## src/rtl/mu0_mem_pkg.sv

```systemverilog
// Shared types for the MU0 memory subsystem: word/address widths and master identifiers.
package mu0_mem_pkg;

  localparam int unsigned ADDR_W = 12;
  localparam int unsigned DATA_W = 16;

  typedef logic [ADDR_W-1:0] mem_addr_t;
  typedef logic [DATA_W-1:0] mem_data_t;

  typedef enum logic {M0 = 1'b0, M1 = 1'b1} master_t;

  // Index of the master holding a one-hot grant (M0 when no grant is asserted).
  function automatic master_t grant_owner(input logic [1:0] grant);
    return grant[1] ? M1 : M0;
  endfunction

endpackage

```

## src/rtl/rr_arbiter2.sv

```systemverilog
// Two-requester arbiter: round-robin against the last granted master, or fixed priority
// to master 0 when FIXED_PRIO is set. Purely combinational; the caller owns 'last'.
module rr_arbiter2
  import mu0_mem_pkg::*;
#(
  parameter bit FIXED_PRIO = 1'b0
) (
  input  logic [1:0] i_req,
  input  master_t    i_last,
  output logic [1:0] o_grant
);

  always_comb begin
    o_grant = 2'b00;
    unique case (i_req)
      2'b01: o_grant = 2'b01;
      2'b10: o_grant = 2'b10;
      2'b11: begin
        // On conflict the master that did not win last time goes next.
        if (FIXED_PRIO || (i_last == M1)) o_grant = 2'b01;
        else                              o_grant = 2'b10;
      end
      default: o_grant = 2'b00;
    endcase
  end

endmodule

```

## src/rtl/mu0_ram_arbiter.sv

```systemverilog
// Shares one single-port RAM with one-cycle read latency between two MU0 bus masters.
// Command path is combinational; only the arbitration pointer and read-return owner are stored.
module mu0_ram_arbiter #(
  parameter int unsigned ADDR_W     = mu0_mem_pkg::ADDR_W,
  parameter int unsigned DATA_W     = mu0_mem_pkg::DATA_W,
  parameter bit          FIXED_PRIO = 1'b0
) (
  input  logic              clk,
  input  logic              rst,

  input  logic [ADDR_W-1:0] m0_address,
  input  logic              m0_read,
  input  logic              m0_write,
  input  logic [DATA_W-1:0] m0_writedata,
  output logic              m0_waitrequest,
  output logic [DATA_W-1:0] m0_readdata,
  output logic              m0_readdatavalid,

  input  logic [ADDR_W-1:0] m1_address,
  input  logic              m1_read,
  input  logic              m1_write,
  input  logic [DATA_W-1:0] m1_writedata,
  output logic              m1_waitrequest,
  output logic [DATA_W-1:0] m1_readdata,
  output logic              m1_readdatavalid,

  output logic [ADDR_W-1:0] ram_address,
  output logic              ram_read,
  output logic              ram_write,
  output logic [DATA_W-1:0] ram_writedata,
  input  logic [DATA_W-1:0] ram_readdata
);

  import mu0_mem_pkg::master_t;
  import mu0_mem_pkg::M0;
  import mu0_mem_pkg::M1;
  import mu0_mem_pkg::grant_owner;

  logic       w_req0;
  logic       w_req1;
  logic [1:0] w_grant;
  master_t    r_last;
  master_t    r_pend_owner;
  logic       r_pend_valid;

  // Requests are masked while reset is held so nothing reaches the RAM.
  assign w_req0 = rst & (m0_read | m0_write);
  assign w_req1 = rst & (m1_read | m1_write);

  rr_arbiter2 #(
    .FIXED_PRIO (FIXED_PRIO)
  ) u_arb (
    .i_req   ({w_req1, w_req0}),
    .i_last  (r_last),
    .o_grant (w_grant)
  );

  // Winning command straight to the RAM; a read paired with a write is dropped.
  always_comb begin
    ram_address   = '0;
    ram_read      = 1'b0;
    ram_write     = 1'b0;
    ram_writedata = '0;
    if (w_grant[0]) begin
      ram_address   = m0_address;
      ram_write     = m0_write;
      ram_read      = m0_read & ~m0_write;
      ram_writedata = m0_writedata;
    end else if (w_grant[1]) begin
      ram_address   = m1_address;
      ram_write     = m1_write;
      ram_read      = m1_read & ~m1_write;
      ram_writedata = m1_writedata;
    end
  end

  assign m0_waitrequest = ~rst | (w_req0 & ~w_grant[0]);
  assign m1_waitrequest = ~rst | (w_req1 & ~w_grant[1]);

  always_ff @(posedge clk) begin
    if (!rst) begin
      r_last       <= M1;
      r_pend_valid <= 1'b0;
      r_pend_owner <= M0;
    end else begin
      if (|w_grant) r_last <= grant_owner(w_grant);
      r_pend_valid <= ram_read;
      if (ram_read) r_pend_owner <= grant_owner(w_grant);
    end
  end

  // Read data is broadcast; only the valid strobe is steered to the issuing master.
  assign m0_readdata      = ram_readdata;
  assign m1_readdata      = ram_readdata;
  assign m0_readdatavalid = rst & r_pend_valid & (r_pend_owner == M0);
  assign m1_readdatavalid = rst & r_pend_valid & (r_pend_owner == M1);

endmodule

```

## config.mk

```make
export PLATFORM = sky130hd
export DESIGN_NAME = mu0_ram_arbiter
export DESIGN_NICKNAME = d
export VERILOG_FILES = /design/src/rtl/mu0_mem_pkg.sv /design/src/rtl/rr_arbiter2.sv /design/src/rtl/mu0_ram_arbiter.sv
export SDC_FILE = /design/constraint.sdc
export NUM_CORES = 1
export LEC_CHECK = 0
export CAP_MARGIN = 20
export CORE_UTILIZATION = 21
export CTS_BUF_LIST = sky130_fd_sc_hd__clkbuf_8
export CTS_CLUSTER_DIAMETER = 80
export DETAILED_ROUTE_END_ITERATION = 8
export PLACE_DENSITY = 0.88
export SLEW_MARGIN = 20
export SYNTH_ARGS = -nofsm -noshare
export SYNTH_HDL_FRONTEND = slang
export SYNTH_SLANG_ARGS = --single-unit
```

## constraint.sdc

```tcl
create_clock -name clk -period 1.8 [get_ports clk]
set_input_delay 0.27 -clock clk [delete_from_list [all_inputs] [get_ports clk]]
set_output_delay 0.27 -clock clk [all_outputs]
set_load 0.01 [all_outputs]
```

==> results.py <==
metrics = {
    "sta": {
        "relSlewSlack_pct": 84.6,
        "whs_ps": 403,
        "fmax_ghz": 0.584,
        "setup_viol": 0,
        "worst_pin_slew_ps": 231,
        "rsz0062_at_grt": "false",
        "finalMaxSlewViolations": 0,
        "post-route-period-util_pct": 95.1,
        "finalClockSkew_ps": 1.27,
        "hold_viol": 0,
        "fin_crit_ps": 1710,
        "timing.setup.tns_ps": 0,
    },
    "placement": {
        "gp_congestion": 0.794,
        "portBuffers": 95,
        "dp_hpwl_um": 2250,
    },
    "clock_tree": {
        "cts_made_buffers": 3,
        "clock-sinks": 3,
        "worstSkewPairLatency_ps": 210,
        "cts_tree": "built",
        "root_buffer": "clkbuf_8",
        "clk_path_buf_depth": 2,
        "path_clk_slew_ps": 30,
        "cts_max_level": 1,
    },
    "global_route": {
        "grt_pass1_wl_um": 4510,
        "grt_usage_pct": 14.0,
        "antenna_found_initial": 0,
        "grt_overflow": 0,
        "grt_pass1_vias": 965,
        "grt_start_max_net_pins": 19,
    },
    "synthesis": {
        "synthDistinctLibCells": 21,
        "yosysWarnings": 0,
        "ys_ff_latch": 3,
        "ys_seq_area_share_pct": 7.59,
        "syn_nets": 177,
        "synth_cells": 99,
        "syn_area_sq_um": 791,
        "avgSynthCellArea_sq_um": 7.99,
    },
    "drt": {
        "via_count": 1002,
        "drcViolationCount": 0,
        "wl_per_cell_um": 14.0,
        "vias_per_cell": 4.55,
        "routed_wl_um": 3080,
        "drtPass1Iterations": 3,
        "ant_nets": 0,
        "drt-initial-drc-count": 25,
    },
    "setup_path": {
        "crit_slowest_cell": "dlygate4sd2_1",
        "path_class": "primary input to output pin",
        "crit_fanout": 7,
        "cp-start-kind": "primary input",
        "critPathArrivalTime_ps": 1440,
        "end_kind": "output pin",
        "slowest_delay_ps": 260,
        "required_ps": 1530,
        "path_cells": "dlygate4sd2_1 > inv_1 > nor3b_4 > buf_2 > a22o_1 > buf_2",
        "crit_top_cell": "buf_2",
    },
    "die": {
        "die_h_um": 63.4,
        "io-pin-count": 144,
        "rows": 21,
        "initial_utilization_pct": 22.8,
        "dieArea_sq_um": 4020,
        "die_x_um": 63.4,
        "placeableCoreArea_sq_um": 3470,
    },
    "pwr": {
        "power_uw": 682,
        "p_leak_uw": 0.000748,
        "power_density_nw_per_um2": 434,
        "worst_ir_drop_vdd_mv": 0.388,
    },
    "final_layout": {
        "area_growth_syn_to_layout_pct": 98.6,
        "final_core_util_pct": 45.3,
        "layout.nets": 253,
        "final_common_cell": "clkdlybuf4s50_1",
        "layout-drive-gt1-share_pct": 33.3,
        "mostFrequentLayoutCells": "58 x clkdlybuf4s50_1, 29 x a22o_1, 19 x buf_2, 14 x clkbuf_2, 11 x buf_4",
        "insertedDiodeCount": 0,
    },
    "min_path": {
        "holdCritPathClass": "primary input to flip-flop",
    },
    "outcome": {
        "status": "finished, final reports clean",
    },
    "run": {
        "maxCapViolations": 0,
    },
}
==> power breakdown <==
part | leakage, uW | switching, uW | total (uW) | internal, uW
sequential | 0.0000247 | 4.18 | 77.4 | 73.2
combinational | 0.000696 | 158 | 418 | 260
clock | 0.0000269 | 41.4 | 186 | 145
==> cell families (layout without fill, tap and decap cells) <==
| group | count (synthesis) | in the layout | synth area share [%] |
|---|---|---|---|
| flops | 3 | 3 | 7.60 |
| buf+inv | 43 | 118 | 40.5 |
| compound gates | 42 | 42 | 43.2 |
| simple gates | 11 | 11 | 8.70 |
==> registers in the layout, summed over array words and instances, names as in the netlist <==
signal        cells
r_pend_valid      1
r_pend_owner      1
r_last            1
==> synth_stat cells, drive strengths merged <==
| cell type | n | area share, % |
|---|---|---|
| o22ai | 1 | 0.79 |
| o31ai | 1 | 0.95 |
| o311a | 1 | 1.3 |
| nand2 | 4 | 1.9 |
| inv | 2 | 0.95 |
| o221a | 1 | 1.4 |
| o32ai | 2 | 2.2 |
| a22o | 29 | 32 |
| and2b | 1 | 0.95 |
| a21oi | 3 | 1.9 |
| nand2b | 2 | 1.6 |
| and3 | 1 | 0.79 |
| o21ai | 4 | 2.5 |
| nor2 | 2 | 1.9 |
| dfxtp | 3 | 7.6 |
| nor3b | 1 | 1.6 |
| buf | 41 | 40 |
==> metrics by stage <==
stage / area, sq um / setup WS, ps / std cells
detailed placement: 1630 / -562 / 212
finish: 1570 / 88.5 / 220
CTS: 1680 / -49.7 / 220
floorplan: 791 / 354 / 99
global placement: 1630 / -529 / 212
global route: 1570 / 2.55 / 220
==> final timing paths <==
kind | from | to | slack [ps] | depth (start not counted)
hold reg to reg | r_pend_owner$_SDFFE_PN0P_ | r_pend_owner$_SDFFE_PN0P_ | 530 | 1
setup reg to reg | r_last$_SDFFE_PN1P_ | r_pend_owner$_SDFFE_PN0P_ | 800 | 4
hold / removal | m0_read | r_last$_SDFFE_PN1P_ | 400 | 4
setup / recovery | rst | ram_writedata[3] | 90 | 6
==> area by class of cell <==
| class | instances | area (sq um) |
|---|---|---|
| multi-input cells | 53 | 433 |
| clock inverters | 1 | 3.75 |
| inverters | 2 | 7.51 |
| well taps | 46 | 57.6 |
| repair buffers | 112 | 966 |
| flip-flops and latches | 3 | 61.3 |
| fillers | 360 | 1900 |
| clock buffers | 3 | 41.3 |
==> layer usage <==
layer  track usage (%)  part of all wire, %  up-vias
li1                  -                    -      489
met1              16.1                   41      444
met2              25.1                   50       67
met3              3.99                  9.2        2
met4              3.41                 0.23        0
met5                 0                    0        -
==> timing repair <==
action,in CTS,in global routing
gates resized for setup,92,35
hold buffers,0,0
buffers inserted,3,0
gates cloned,1,1
pin swaps,3,1
setup endpoints to repair,34,25
==> worst max-delay path, delay by kind of cell <==
kind                   cells  cell delay (ps)
buffers and inverters      4              750
AND/OR/NAND/NOR            1              250
AO/OA/AOI/OAI              1              170
Power figures use the tool's default switching activity.
